File: src/rtl/arm_pkg.sv
// Shared definitions for the ARM execute stage: execute-command codes, NZCV bit positions, default widths.
// Latency: n/a (package only).
// Backpressure: n/a.
package arm_pkg;

  localparam int ARM_WIDTH      = 32;
  localparam int ARM_REG_ADDR_W = 4;

  // Execute-command codes driven by the decode-stage controller
  localparam logic [3:0] EXE_MOV = 4'b0001;
  localparam logic [3:0] EXE_ADD = 4'b0010;
  localparam logic [3:0] EXE_ADC = 4'b0011;
  localparam logic [3:0] EXE_SUB = 4'b0100;
  localparam logic [3:0] EXE_SBC = 4'b0101;
  localparam logic [3:0] EXE_AND = 4'b0110;
  localparam logic [3:0] EXE_ORR = 4'b0111;
  localparam logic [3:0] EXE_EOR = 4'b1000;
  localparam logic [3:0] EXE_MVN = 4'b1001;
  localparam logic [3:0] EXE_CMP = 4'b1100;
  localparam logic [3:0] EXE_TST = 4'b1110;

  // Bit positions inside the 4-bit NZCV word
  localparam int FLAG_N = 3;
  localparam int FLAG_Z = 2;
  localparam int FLAG_C = 1;
  localparam int FLAG_V = 0;

endpackage

File: src/rtl/arm_alu.sv
// Combinational ALU: result, candidate NZCV flags and a per-flag write mask for the selected command.
// Latency: 0 cycles (purely combinational).
// Backpressure: none; the enclosing stage decides whether the flags are committed.
module arm_alu
  import arm_pkg::*;
#(
  parameter int WIDTH = ARM_WIDTH
) (
  input  logic [WIDTH-1:0] a,
  input  logic [WIDTH-1:0] b,
  input  logic [3:0]       cmd,
  input  logic             c_in,
  output logic [WIDTH-1:0] result,
  output logic [3:0]       nzcv,
  output logic [3:0]       flag_we
);

  logic [WIDTH:0] add_sum;
  logic [WIDTH:0] sub_sum;
  logic           add_cin;
  logic           sub_cin;
  logic           add_v;
  logic           sub_v;
  logic           c_flag;
  logic           v_flag;

  // Subtraction is a + ~b + carry so bit WIDTH is directly the ARM "not borrow" carry.
  // SBC folds its -(~C) term into that carry-in, which is just the registered C.
  assign add_cin = (cmd == EXE_ADC) ? c_in : 1'b0;
  assign sub_cin = (cmd == EXE_SBC) ? c_in : 1'b1;
  assign add_sum = {1'b0, a} + {1'b0, b} + {{WIDTH{1'b0}}, add_cin};
  assign sub_sum = {1'b0, a} + {1'b0, ~b} + {{WIDTH{1'b0}}, sub_cin};

  assign add_v = (a[WIDTH-1] == b[WIDTH-1]) && (add_sum[WIDTH-1] != a[WIDTH-1]);
  assign sub_v = (a[WIDTH-1] != b[WIDTH-1]) && (sub_sum[WIDTH-1] != a[WIDTH-1]);

  // Operation select; logical ops only enable N/Z, unknown codes enable nothing
  always_comb begin
    result  = '0;
    c_flag  = 1'b0;
    v_flag  = 1'b0;
    flag_we = 4'b0000;
    case (cmd)
      EXE_MOV: begin
        result          = b;
        flag_we[FLAG_N] = 1'b1;
        flag_we[FLAG_Z] = 1'b1;
      end
      EXE_MVN: begin
        result          = ~b;
        flag_we[FLAG_N] = 1'b1;
        flag_we[FLAG_Z] = 1'b1;
      end
      EXE_ADD, EXE_ADC: begin
        result  = add_sum[WIDTH-1:0];
        c_flag  = add_sum[WIDTH];
        v_flag  = add_v;
        flag_we = 4'b1111;
      end
      EXE_SUB, EXE_SBC, EXE_CMP: begin
        result  = sub_sum[WIDTH-1:0];
        c_flag  = sub_sum[WIDTH];
        v_flag  = sub_v;
        flag_we = 4'b1111;
      end
      EXE_AND, EXE_TST: begin
        result          = a & b;
        flag_we[FLAG_N] = 1'b1;
        flag_we[FLAG_Z] = 1'b1;
      end
      EXE_ORR: begin
        result          = a | b;
        flag_we[FLAG_N] = 1'b1;
        flag_we[FLAG_Z] = 1'b1;
      end
      EXE_EOR: begin
        result          = a ^ b;
        flag_we[FLAG_N] = 1'b1;
        flag_we[FLAG_Z] = 1'b1;
      end
      default: begin
        result  = '0;
        flag_we = 4'b0000;
      end
    endcase
  end

  // Pack the candidate flag word
  always_comb begin
    nzcv         = 4'b0000;
    nzcv[FLAG_N] = result[WIDTH-1];
    nzcv[FLAG_Z] = (result == '0);
    nzcv[FLAG_C] = c_flag;
    nzcv[FLAG_V] = v_flag;
  end

endmodule

File: src/rtl/exe_stage.sv
// Execute stage: ALU, branch target, NZCV status register and EX/MEM register (EXE_FWD_EN adds operand forwarding muxes).
// Latency: ALU result and controls 1 cycle to EX/MEM outputs; branch_taken/branch_address combinational.
// Backpressure: freeze holds EX/MEM and status; flush loads a bubble and wins over freeze.
module exe_stage
  import arm_pkg::*;
#(
  parameter int WIDTH      = ARM_WIDTH,
  parameter int REG_ADDR_W = ARM_REG_ADDR_W
) (
  input  logic                  clk,
  input  logic                  rst,
  input  logic                  freeze,
  input  logic                  flush,
  input  logic [3:0]            exe_cmd,
  input  logic                  wb_en_in,
  input  logic                  mem_read_in,
  input  logic                  mem_write_in,
  input  logic                  s_in,
  input  logic                  branch_taken_in,
  input  logic [WIDTH-1:0]      pc_in,
  input  logic [WIDTH-1:0]      val_rn,
  input  logic [WIDTH-1:0]      val2,
  input  logic [WIDTH-1:0]      val_rm,
  input  logic [23:0]           imm24,
  input  logic [REG_ADDR_W-1:0] dest_in,
`ifdef EXE_FWD_EN
  input  logic [1:0]            sel_src1,
  input  logic [1:0]            sel_src2,
  input  logic [WIDTH-1:0]      fwd_mem_val,
  input  logic [WIDTH-1:0]      fwd_wb_val,
`endif
  output logic [3:0]            status_out,
  output logic                  branch_taken,
  output logic [WIDTH-1:0]      branch_address,
  output logic [WIDTH-1:0]      alu_result,
  output logic [WIDTH-1:0]      st_val,
  output logic [REG_ADDR_W-1:0] dest,
  output logic                  wb_en,
  output logic                  mem_read,
  output logic                  mem_write
);

  logic [WIDTH-1:0] src1;
  logic [WIDTH-1:0] src2;
  logic [WIDTH-1:0] store_data;
  logic [WIDTH-1:0] alu_out;
  logic [3:0]       alu_nzcv;
  logic [3:0]       alu_flag_we;
  logic [3:0]       status_q;
  logic [WIDTH-1:0] imm_ext;

`ifdef EXE_FWD_EN
  // Operand forwarding: 01 takes the MEM-stage result, 10 the WB value, anything else the ID/EX value
  always_comb begin
    src1 = val_rn;
    src2 = val2;
    case (sel_src1)
      2'b01:   src1 = fwd_mem_val;
      2'b10:   src1 = fwd_wb_val;
      default: src1 = val_rn;
    endcase
    case (sel_src2)
      2'b01:   src2 = fwd_mem_val;
      2'b10:   src2 = fwd_wb_val;
      default: src2 = val2;
    endcase
  end
  // A store whose data register is being forwarded must pick up the forwarded value too
  assign store_data = (sel_src2 == 2'b00) ? val_rm : src2;
`else
  assign src1       = val_rn;
  assign src2       = val2;
  assign store_data = val_rm;
`endif

  arm_alu #(
    .WIDTH (WIDTH)
  ) u_alu (
    .a       (src1),
    .b       (src2),
    .cmd     (exe_cmd),
    .c_in    (status_q[FLAG_C]),
    .result  (alu_out),
    .nzcv    (alu_nzcv),
    .flag_we (alu_flag_we)
  );

  // Branch target: PC+4 plus word-scaled signed offset, wrapping at WIDTH bits
  assign imm_ext        = {{(WIDTH-24){imm24[23]}}, imm24};
  assign branch_address = pc_in + (imm_ext << 2);
  assign branch_taken   = branch_taken_in;
  assign status_out     = status_q;

  // Status register: commit only the flags the command defines, and never while stalled or flushed
  always_ff @(posedge clk or posedge rst) begin
    if (rst) begin
      status_q <= 4'b0000;
    end else if (s_in && !freeze && !flush) begin
      status_q <= (status_q & ~alu_flag_we) | (alu_nzcv & alu_flag_we);
    end
  end

  // EX/MEM register: flush inserts an all-zero bubble, freeze holds, otherwise load
  always_ff @(posedge clk or posedge rst) begin
    if (rst) begin
      alu_result <= '0;
      st_val     <= '0;
      dest       <= '0;
      wb_en      <= 1'b0;
      mem_read   <= 1'b0;
      mem_write  <= 1'b0;
    end else if (flush) begin
      alu_result <= '0;
      st_val     <= '0;
      dest       <= '0;
      wb_en      <= 1'b0;
      mem_read   <= 1'b0;
      mem_write  <= 1'b0;
    end else if (!freeze) begin
      alu_result <= alu_out;
      st_val     <= store_data;
      dest       <= dest_in;
      wb_en      <= wb_en_in;
      mem_read   <= mem_read_in;
      mem_write  <= mem_write_in;
    end
  end

endmodule
File: config.mk
export PLATFORM = sky130hd
export DESIGN_NAME = exe_stage
export DESIGN_NICKNAME = d
export VERILOG_FILES = /design/src/rtl/arm_pkg.sv /design/src/rtl/arm_alu.sv /design/src/rtl/exe_stage.sv
export SDC_FILE = /design/constraint.sdc
export NUM_CORES = 1
export LEC_CHECK = 0
export CAP_MARGIN = 40
export CELL_PAD_IN_SITES_DETAIL_PLACEMENT = 0
export CELL_PAD_IN_SITES_GLOBAL_PLACEMENT = 1
export CORE_MARGIN = 3
export CORE_UTILIZATION = 37
export DETAILED_ROUTE_END_ITERATION = 8
export PLACE_DENSITY = 0.86
export SETUP_SLACK_MARGIN = 0.1
export SYNTH_ARGS = -nofsm -noshare
export SYNTH_HDL_FRONTEND = slang
export SYNTH_SLANG_ARGS = --single-unit
File: constraint.sdc
create_clock -name clk -period 6.6 [get_ports clk]
set_input_delay 1.65 -clock clk [delete_from_list [all_inputs] [get_ports clk]]
set_output_delay 1.65 -clock clk [all_outputs]
set_load 0.01 [all_outputs]
* Word-level counts from Yosys, hierarchy flattened
Index checks and enable logic that the tools add are counted.
** Operators by class
- Add/subtract/negate cells :: 5
- Eq/ne operators :: 16
- Bitwise logic cells :: 8
- Reduce and logical (&&, ||, !) cells :: 12
- Muxes and demuxes :: 19
** Operators with widths (number)
- $pmux W32 S7 :: 1
- $mux W32 :: 4
- $add A32 B32 Y33 :: 2
- $add A33 B1 Y33 :: 2
- $add A32 B32 Y32 :: 1
- $and A32 B32 Y32 :: 1
- $logic_not A32 Y1 :: 1
- $not A32 Y32 :: 1
- $or A32 B32 Y32 :: 1
- $xor A32 B32 Y32 :: 1
- $eq A4 B3 Y1 const B :: 4
- $eq A4 B4 Y1 const B :: 4
- $reduce_or A11 Y1 :: 1
- $and A4 B4 Y4 :: 2
- $eq A4 B2 Y1 const B :: 2
- $mux W1 :: 8
- $mux W4 :: 2
- $reduce_or A5 Y1 :: 1
- $eq A4 B1 Y1 const B :: 1
- $logic_and A1 B1 Y1 :: 4
- $mux W2 :: 2
- $not A4 Y4 :: 1
- $or A4 B4 Y4 :: 1
- $pmux W1 S2 :: 2
- 6 further kinds :: 10
** Storage, ports and cells
- Input port bits :: 169
- Flip-flop bits (word level) :: 75

* Depth between registers and ports, before layout
Gate-level depths: netlist (run 1).
- Word-level depth :: 8
- Mapped depth :: 20
- Gate-level depth less buffers :: 15

* By module
A second synthesis (run 1) with hierarchy kept.
** Second synthesis, totals
- Cells, all modules :: 1408
- Area, all modules :: 10944.2 um^2
** By module, submodules not included
- arm_alu :: instances 1, cells an instance 940, area each 6283.5 um^2
- exe_stage :: instances 1, cells an instance 468, area each 4660.7 um^2

* Worst setup path after synthesis (run 1)
No wires, ideal clock.
- Kind :: input to register
- Start point :: in exe_cmd[3]
- End point :: reg (tool-made name)
- Slack :: 0.475 ns
- Cell stages on the path :: 20
- Data arrival time :: 6.033 ns
- Required time :: 6.508 ns
- Setup time :: 0.092 ns
- Buffers on the path :: 5
- Cell sequence :: buf_4 buf_2 nor3b_1 clkbuf_1 clkbuf_1 clkbuf_1 and3_1 fa_1 fa_1 nor3b_1 a21oi_1 a21oi_1 a311o_1 nor4_2 nand4_1 or4_1 nor4b_2 and4_1 nand4_1 o31ai_2
** RTL lines
- start: declaration :: line exe_stage.sv:14 : input logic [3:0] exe_cmd,

* Worst setup path after layout (run 1)
- Start point :: in pc_in[3]
- End point :: out branch_address[29]
** Between the ends
- Cells in the longest elaborated chain, start to end :: 1
** RTL lines
- start: declaration :: line exe_stage.sv:20 : input logic [WIDTH-1:0] pc_in,
- $add A32 B32 Y32 :: line exe_stage.sv:90 : assign branch_address = pc_in + (imm_ext << 2);
- end: declaration :: line exe_stage.sv:34 : output logic [WIDTH-1:0] branch_address,
Every way passes these cells.

==> results of run 1 <==
metrics by stage:
| stage | total power (W) | setup TNS [ps] | hold slack, ps | util, % |
|---|---|---|---|---|
| 2_1_floorplan | 0.00116 | 0 | 520 | - |
| 3_3_place_gp | 0.00164 | -1280 | 499 | 48.9 |
| 3_5_place_dp | 0.00165 | -1450 | 502 | 49.0 |
| 4_1_cts | 0.00208 | 0 | 519 | 49.9 |
| 5_1_grt | 0.00222 | 0 | 546 | 50.0 |
| 6_report | 0.00209 | 0 | 511 | 50.0 |
critical path: stages:
cell and delay, ps:
clkdlybuf4s50_1 430, ha_1 300, a21o_1 200, a211oi_2 280
nor4_1 90, o21a_1 190, a2111o_1 410, a31oi_4 200
a31oi_1 130, buf_4 160, a21o_1 180, a211oi_2 200
nor2_1 60, dlygate4sd2_1 280
worst paths after layout:
kind / start / cells past startpoint / slack [ps] / endpoint
max in group asynchronous: rst / 4 / 4330 / asynchronous set/reset pin
hold / removal: register / 1 / 510 / register
min in group asynchronous: rst / 3 / 1700 / st_val[26]
setup reg to reg: register / 14 / 2250 / register
hold reg to reg: register / 1 / 510 / register
setup / recovery: pc_in[3] / 14 / 180 / branch_address[29]
sequential cells by signal, indices dropped and copies added (netlist names), named ones only:
name,flops
st_val,32
wb_en,1
mem_write,1
dest,4
alu_result,32
mem_read,1
synthesized netlist by cell type (6+ instances only):
master / n / area, um^2
o31ai_1: 12 / 90.1
o21bai_1: 12 / 90.1
xor2_1: 15 / 131
xnor2_1: 27 / 236
nand2_1: 103 / 387
and2_1: 9 / 56.3
dfrtp_1: 75 / 1880
o21a_1: 20 / 150
nor3_1: 44 / 220
clkbuf_1: 57 / 214
nand2b_1: 23 / 144
inv_1: 112 / 420
o2111ai_1: 6 / 52.6
a211o_1: 8 / 70.1
buf_4: 6 / 45.0
nand3_1: 27 / 135
a221oi_1: 15 / 131
o22ai_1: 21 / 131
a21oi_1: 132 / 661
buf_1: 13 / 48.8
a31oi_1: 13 / 81.3
nor2_1: 162 / 608
o2bb2ai_1: 7 / 61.3
o211a_1: 9 / 90.1
or2_2: 8 / 50.1
and3_1: 9 / 56.3
nor4_1: 13 / 81.3
a211oi_1: 23 / 173
o221ai_1: 10 / 87.6
or3_1: 14 / 87.6
nor2b_1: 19 / 119
a221o_1: 10 / 100
mux2i_1: 49 / 490
o211ai_1: 15 / 113
ha_1: 124 / 1550
buf_2: 12 / 60.1
a21boi_0: 6 / 45.0
o21ai_0: 65 / 325
a21o_1: 27 / 203
o311ai_0: 6 / 52.6
nand4_1: 12 / 75.1
area by class of cell:
type,count,area [um^2]
fillers,2841,14400
multi-input cells,1177,8270
inverters,114,428
flip-flops and latches,75,1880
well taps,384,480
clock buffers,13,250
repair buffers,327,3130
power breakdown:
part / internal (W) / switching, W
registers: 0.000493 / 0.0000186
clock network: 0.000259 / 0.000168
logic: 0.000520 / 0.000634
total: 0.00127 / 0.000820
metal layers:
layer  vias up  global-route usage [%]  wire (um)
met5         -                       0         13
met4         2                    7.36       1230
met3        76                    3.94       3310
met2       562                    43.0      19800
met1      5816                    33.8      17900
li1       5806                       -          -
cells by family after synthesis:
family | after synthesis
and+or+nand+nor | 475
AOI/OAI and AO/OA | 479
DFF | 75
buffers and inverters | 204
muxes | 52
adders and majority gates | 129
xor gates and xnor gates | 42
timing repair:
item | in CTS | in global routing
endpoints found under the setup margin | 11 | 13
resized for setup | 13 | 21
gates cloned | 0 | 0
buffers inserted | 2 | 0
pin swaps | 2 | 4
==> impl_metrics.env, run 1 <==
export IMPL_synth_seq_cells=75
export IMPL_syn_nets=1754
export IMPL_period_share_pct=97.3
export IMPL_leakagePower_nw=6.44
export IMPL_final_cells=2090
export IMPL_die_h_um=178
export IMPL_route_vias_total=12300
export IMPL_area_delta_synth_final_pct=32.6
export IMPL_yosys_area_share_simple_pct=21.2
export IMPL_drtIter0Drc=1190
export IMPL_die_w_um=178
export IMPL_firstDrtPassIters=5
export IMPL_wirelength_um=42200
export IMPL_ir_worst_vdd_mv=0.141
export IMPL_clock_sinks=75
export IMPL_path_clk_slew_ps=50
export IMPL_skew_ps=2.01
export IMPL_grt_antenna_before_repair=1
export IMPL_startpoint_type="input pin"
export IMPL_critPathRequiredTime_ps=4950
export IMPL_final_common_cell="clkdlybuf4s50_1"
export IMPL_worstSetupEndpointType="output port"
export IMPL_holdCritPathClass="reg -> reg"
export IMPL_hold_violations=0
export IMPL_cts_hold_buffers=0
export IMPL_num_rows=62
export IMPL_layout_common_cells="clkdlybuf4s50_1 (257), nor2_1 (161), a21oi_1 (130)"
export IMPL_synthXorXnorAreaFrac_pct=3.38
export IMPL_period_needed_ps=6420
export IMPL_fmax_mhz=156
export IMPL_ys_dominant_reg_cell="dfrtp_1"
export IMPL_drive_gt1_share_pct=7.15
export IMPL_drc=0
export IMPL_grt_pass1_wl_um=64700
export IMPL_dp_hpwl_um=32900
export IMPL_io_pins=277
export IMPL_synthMuxAreaShare_pct=4.85
export IMPL_syn_mean_instance_area_um2=7.48
export IMPL_ys_seq_area_share_pct=17.2
export IMPL_nNetsFinal=2002
export IMPL_h_tree_depth=3
export IMPL_grt_overflow=0
export IMPL_ys_types=91
export IMPL_crit_arrival_ps=4770
export IMPL_post_place_ws_ps=-325
export IMPL_power_density_nw_per_um2=145
export IMPL_finalSetupViolations=0
export IMPL_synth_top_family_by_area="compound AO/OA/AOI/OAI gates"
export IMPL_via_per_inst=5.87
export IMPL_cts_tree="built"
export IMPL_grt_pass1_vias=11700
export IMPL_numCtsBuffers=9
export IMPL_critPathMaxFanout=2
export IMPL_dp_cells=2075
export IMPL_outcome="finished clean"
export IMPL_slew_headroom_pct=37.1
export IMPL_grt_usage_pct=25.5
export IMPL_synthAdderAreaFrac_pct=15.2
export IMPL_synth_edf_count=0
export IMPL_yosys_warnings=0
export IMPL_synthesis_area_um2=10900
export IMPL_clock_latency_ps=320
export IMPL_drv_slew=0
export IMPL_drv_cap=0
export IMPL_finalWeightedCongestion=0.958
export IMPL_start_util_pct=37.7
export IMPL_wl_per_cell_um=20.2
export IMPL_io_buffers=270
export IMPL_diodes=0
export IMPL_worst_pin_slew_ps=919
export IMPL_place_area_um2=14100
export IMPL_netlist_instances=1456
export IMPL_synth_compound_area_share_pct=30.6
export IMPL_clk_path_buf_depth=2
export IMPL_core_area_um2=28900
export IMPL_detail_route_antenna_nets=0
export IMPL_synthArstFlopShare_pct=100
export IMPL_criticalPathCategory="in -> out"
export IMPL_grt_max_degree=67
export IMPL_rsz0062_at_grt="yes"
export IMPL_root_buffer="clkbuf_16"
export IMPL_design_die_area_um2=31500
export IMPL_final_setup_worst_slack_ps=179
export IMPL_final_cell_area_um2=14400
No activity file was read; power rests on OpenSTA's default activity.
==> run 2, diff against run 1 <==
Settings changed: PLACE_DENSITY 0.86 to 0.85, SYNTH_HIERARCHICAL from default to 1.
==> run 2 against run 1 <==
- design area is 1.1% higher
- synthesized area is 0.52% higher
- flip-flop and latch count stayed put
- via count is 2.9% lower
- sequential power is 1% higher
- register-to-register slack worse by 590 ps
- core utilization is 0.41 points higher
- cell count is 1.5% lower
- highest routed layer is now met4
- first-iteration DRC count is 0.59% lower
- sequential share of layout area is 0.14 points lower
==> impl_metrics.env, run 2 <==
export IMPL_outcome="finished clean"
export IMPL_wl_per_cell_um=20.0
export IMPL_synthesis_area_um2=10900
export IMPL_cts_hold_buffers=0
export IMPL_path_cells="clkdlybuf4s50_1 -> nand2_1 -> or4_4 -> fa_2 -> inv_2 -> fa_2 -> nor2_1 -> o311ai_4 -> a21oi_2 -> buf_4 -> o311ai_0 -> and3_1 -> o21ai_0 -> a2111o_1 -> mux2i_1 -> o21ai_0 -> or4b_2 -> nor2_1 -> mux2_2"
export IMPL_synth_top_area_share_pct=17.1
export IMPL_largestRegisters="alu_result (32), st_val (32), dest (4)"
export IMPL_period_share_pct=96.7
export IMPL_yosysTopAreaCell="dfrtp_1"
export IMPL_io_buffers=270
export IMPL_ir_worst_vdd_mv=0.126
export IMPL_via_per_inst=5.78
export IMPL_numCtsBuffers=9
export IMPL_grt_usage_pct=24.9
export IMPL_clock_sinks=75
export IMPL_startpoint_type="input pin"
export IMPL_syn_mean_instance_area_um2=7.77
export IMPL_criticalPathCategory="in -> reg"
export IMPL_yosys_top_cells_count="nor2_1 (152), ha_1 (124), a21oi_1 (114)"
export IMPL_grt_max_degree=73
export IMPL_rsz0062_at_grt="yes"
export IMPL_io_pins=277
export IMPL_path_clk_slew_ps=60
export IMPL_drive_gt1_share_pct=8.60
export IMPL_synth_area_leaders="dfrtp_1 (17%), ha_1 (14%), mux2i_1 (6.9%)"
export IMPL_clock_latency_ps=330
export IMPL_grt_overflow=0
export IMPL_place_area_um2=14200
export IMPL_skew_ps=5.02
export IMPL_num_rows=62
export IMPL_drc=0
export IMPL_clk_path_buf_depth=2
export IMPL_finalSetupViolations=0
export IMPL_area_delta_synth_final_pct=33.4
export IMPL_grt_pass1_vias=11500
export IMPL_holdCritPathClass="reg -> reg"
export IMPL_cts_tree="built"
export IMPL_ys_types=96
export IMPL_firstDrtPassIters=6
export IMPL_worstSetupEndpointType="register"
export IMPL_dp_hpwl_um=32600
export IMPL_layout_common_cells="clkdlybuf4s50_1 (264), nor2_1 (152), ha_1 (124)"
export IMPL_drv_cap=0
export IMPL_fmax_mhz=157
export IMPL_drtIter0Drc=1183
export IMPL_detail_route_antenna_nets=0
export IMPL_hold_violations=0
export IMPL_crit_arrival_ps=6650
export IMPL_root_buffer="clkbuf_16"
export IMPL_diodes=0
export IMPL_fillCellCount=2838
export IMPL_h_tree_depth=3
export IMPL_critPathRequiredTime_ps=6870
export IMPL_design_die_area_um2=31700
export IMPL_nNetsFinal=1968
export IMPL_period_needed_ps=6380
export IMPL_drv_slew=0
export IMPL_die_h_um=178
export IMPL_leakagePower_nw=6.63
export IMPL_slew_headroom_pct=38.9
export IMPL_cpPeakStageDelay_ps=640
export IMPL_final_cell_area_um2=14600
export IMPL_synth_most_common_cell="nor2_1"
export IMPL_synth_edf_count=0
export IMPL_yosys_warnings=6
export IMPL_ys_seq_area_share_pct=17.1
export IMPL_power_density_nw_per_um2=156
export IMPL_syn_nets=1706
export IMPL_grt_pass1_wl_um=63400
export IMPL_final_setup_worst_slack_ps=219
export IMPL_core_area_um2=28900
export IMPL_finalWeightedCongestion=0.952
export IMPL_final_common_cell="clkdlybuf4s50_1"
export IMPL_critPathMaxFanout=5
export IMPL_rrSetupSlack_ps=1660
export IMPL_worst_pin_slew_ps=909
export IMPL_hold_ws_ps=507
export IMPL_wirelength_um=41100
export IMPL_grt_antenna_before_repair=0
export IMPL_synthArstFlopShare_pct=100
export IMPL_cpMaxStageDelayCell="or4b_2"
export IMPL_synth_seq_cells=75
export IMPL_start_util_pct=37.8
export IMPL_die_w_um=178
export IMPL_netlist_instances=1408
export IMPL_route_vias_total=11900
export IMPL_post_place_ws_ps=-182
export IMPL_ys_dominant_reg_cell="dfrtp_1"
-- run 2: layer usage --
metal / GRT usage, % / part of all wire, %
met1: 33.8 / 43
met3: 3.32 / 6.9
met2: 42.1 / 48
met4: 5.37 / 1.8
met5: 0 / 0
-- run 2: kinds of logic after synthesis --
family / after synthesis / share of synthesized area (%)
fa+ha+maj: 129 / 15.1
xor+xnor: 66 / 5.28
buf+inv: 205 / 8.06
flops: 75 / 17.1
mux: 80 / 7.48
simple gates: 402 / 18.2
compound gates: 451 / 28.7
-- run 2: worst paths after layout --
| kind | start | to | cells after the start |
|---|---|---|---|
| max | exe_cmd[0] | register | 19 |
| max in group asynchronous | rst | st_val[0] | 3 |
| min | register | register | 1 |
| max reg2reg | register | register | 17 |
| min in group asynchronous | rst | st_val[8] | 2 |
| min reg2reg | register | register | 1 |
-- run 2: metrics by stage --
stage          utilization (%)  total power, W  std cells  TNS [ps]
3_5_place_dp              49.2         0.00170       2043      -182
5_1_grt                   50.4         0.00240       2058     -29.2
3_3_place_gp              49.2         0.00169       2042      -158
6_report                  50.4         0.00227       2058         0
4_1_cts                   50.3         0.00227       2058         0
2_1_floorplan                -         0.00120       1408         0
-- run 2: report_power, final --
part | switching (W) | internal [W] | leakage, nW
sequential | 0.0000218 | 0.000495 | 1.00
combinational | 0.000639 | 0.000557 | 5.47
clock | 0.000191 | 0.000367 | 0.159
total | 0.000852 | 0.00142 | 6.63
-- run 2: what timing repair did --
| item | CTS | global route |
|---|---|---|
| buffers inserted | 0 | 0 |
| gates resized for setup | 0 | 7 |
| endpoints found under the setup margin | 0 | 6 |
-- run 2: worst max-delay path, delay by kind of cell --
family	cells	cell delay, ps
simple gates	6	1730
buf+inv	3	730
mux	2	270
compound gates	6	1640
fa+ha+maj	2	630
-- run 2: layout make-up --
cell class	count	area, um^2	share of cell area [%]
well taps	384	480	3.29
multi-input cells	1128	8240	56.4
clock buffers	10	229	1.57
clock inverters	5	103	0.703
repair buffers	343	3250	22.2
inverters	113	424	2.91
flip-flops and latches	75	1880	12.9
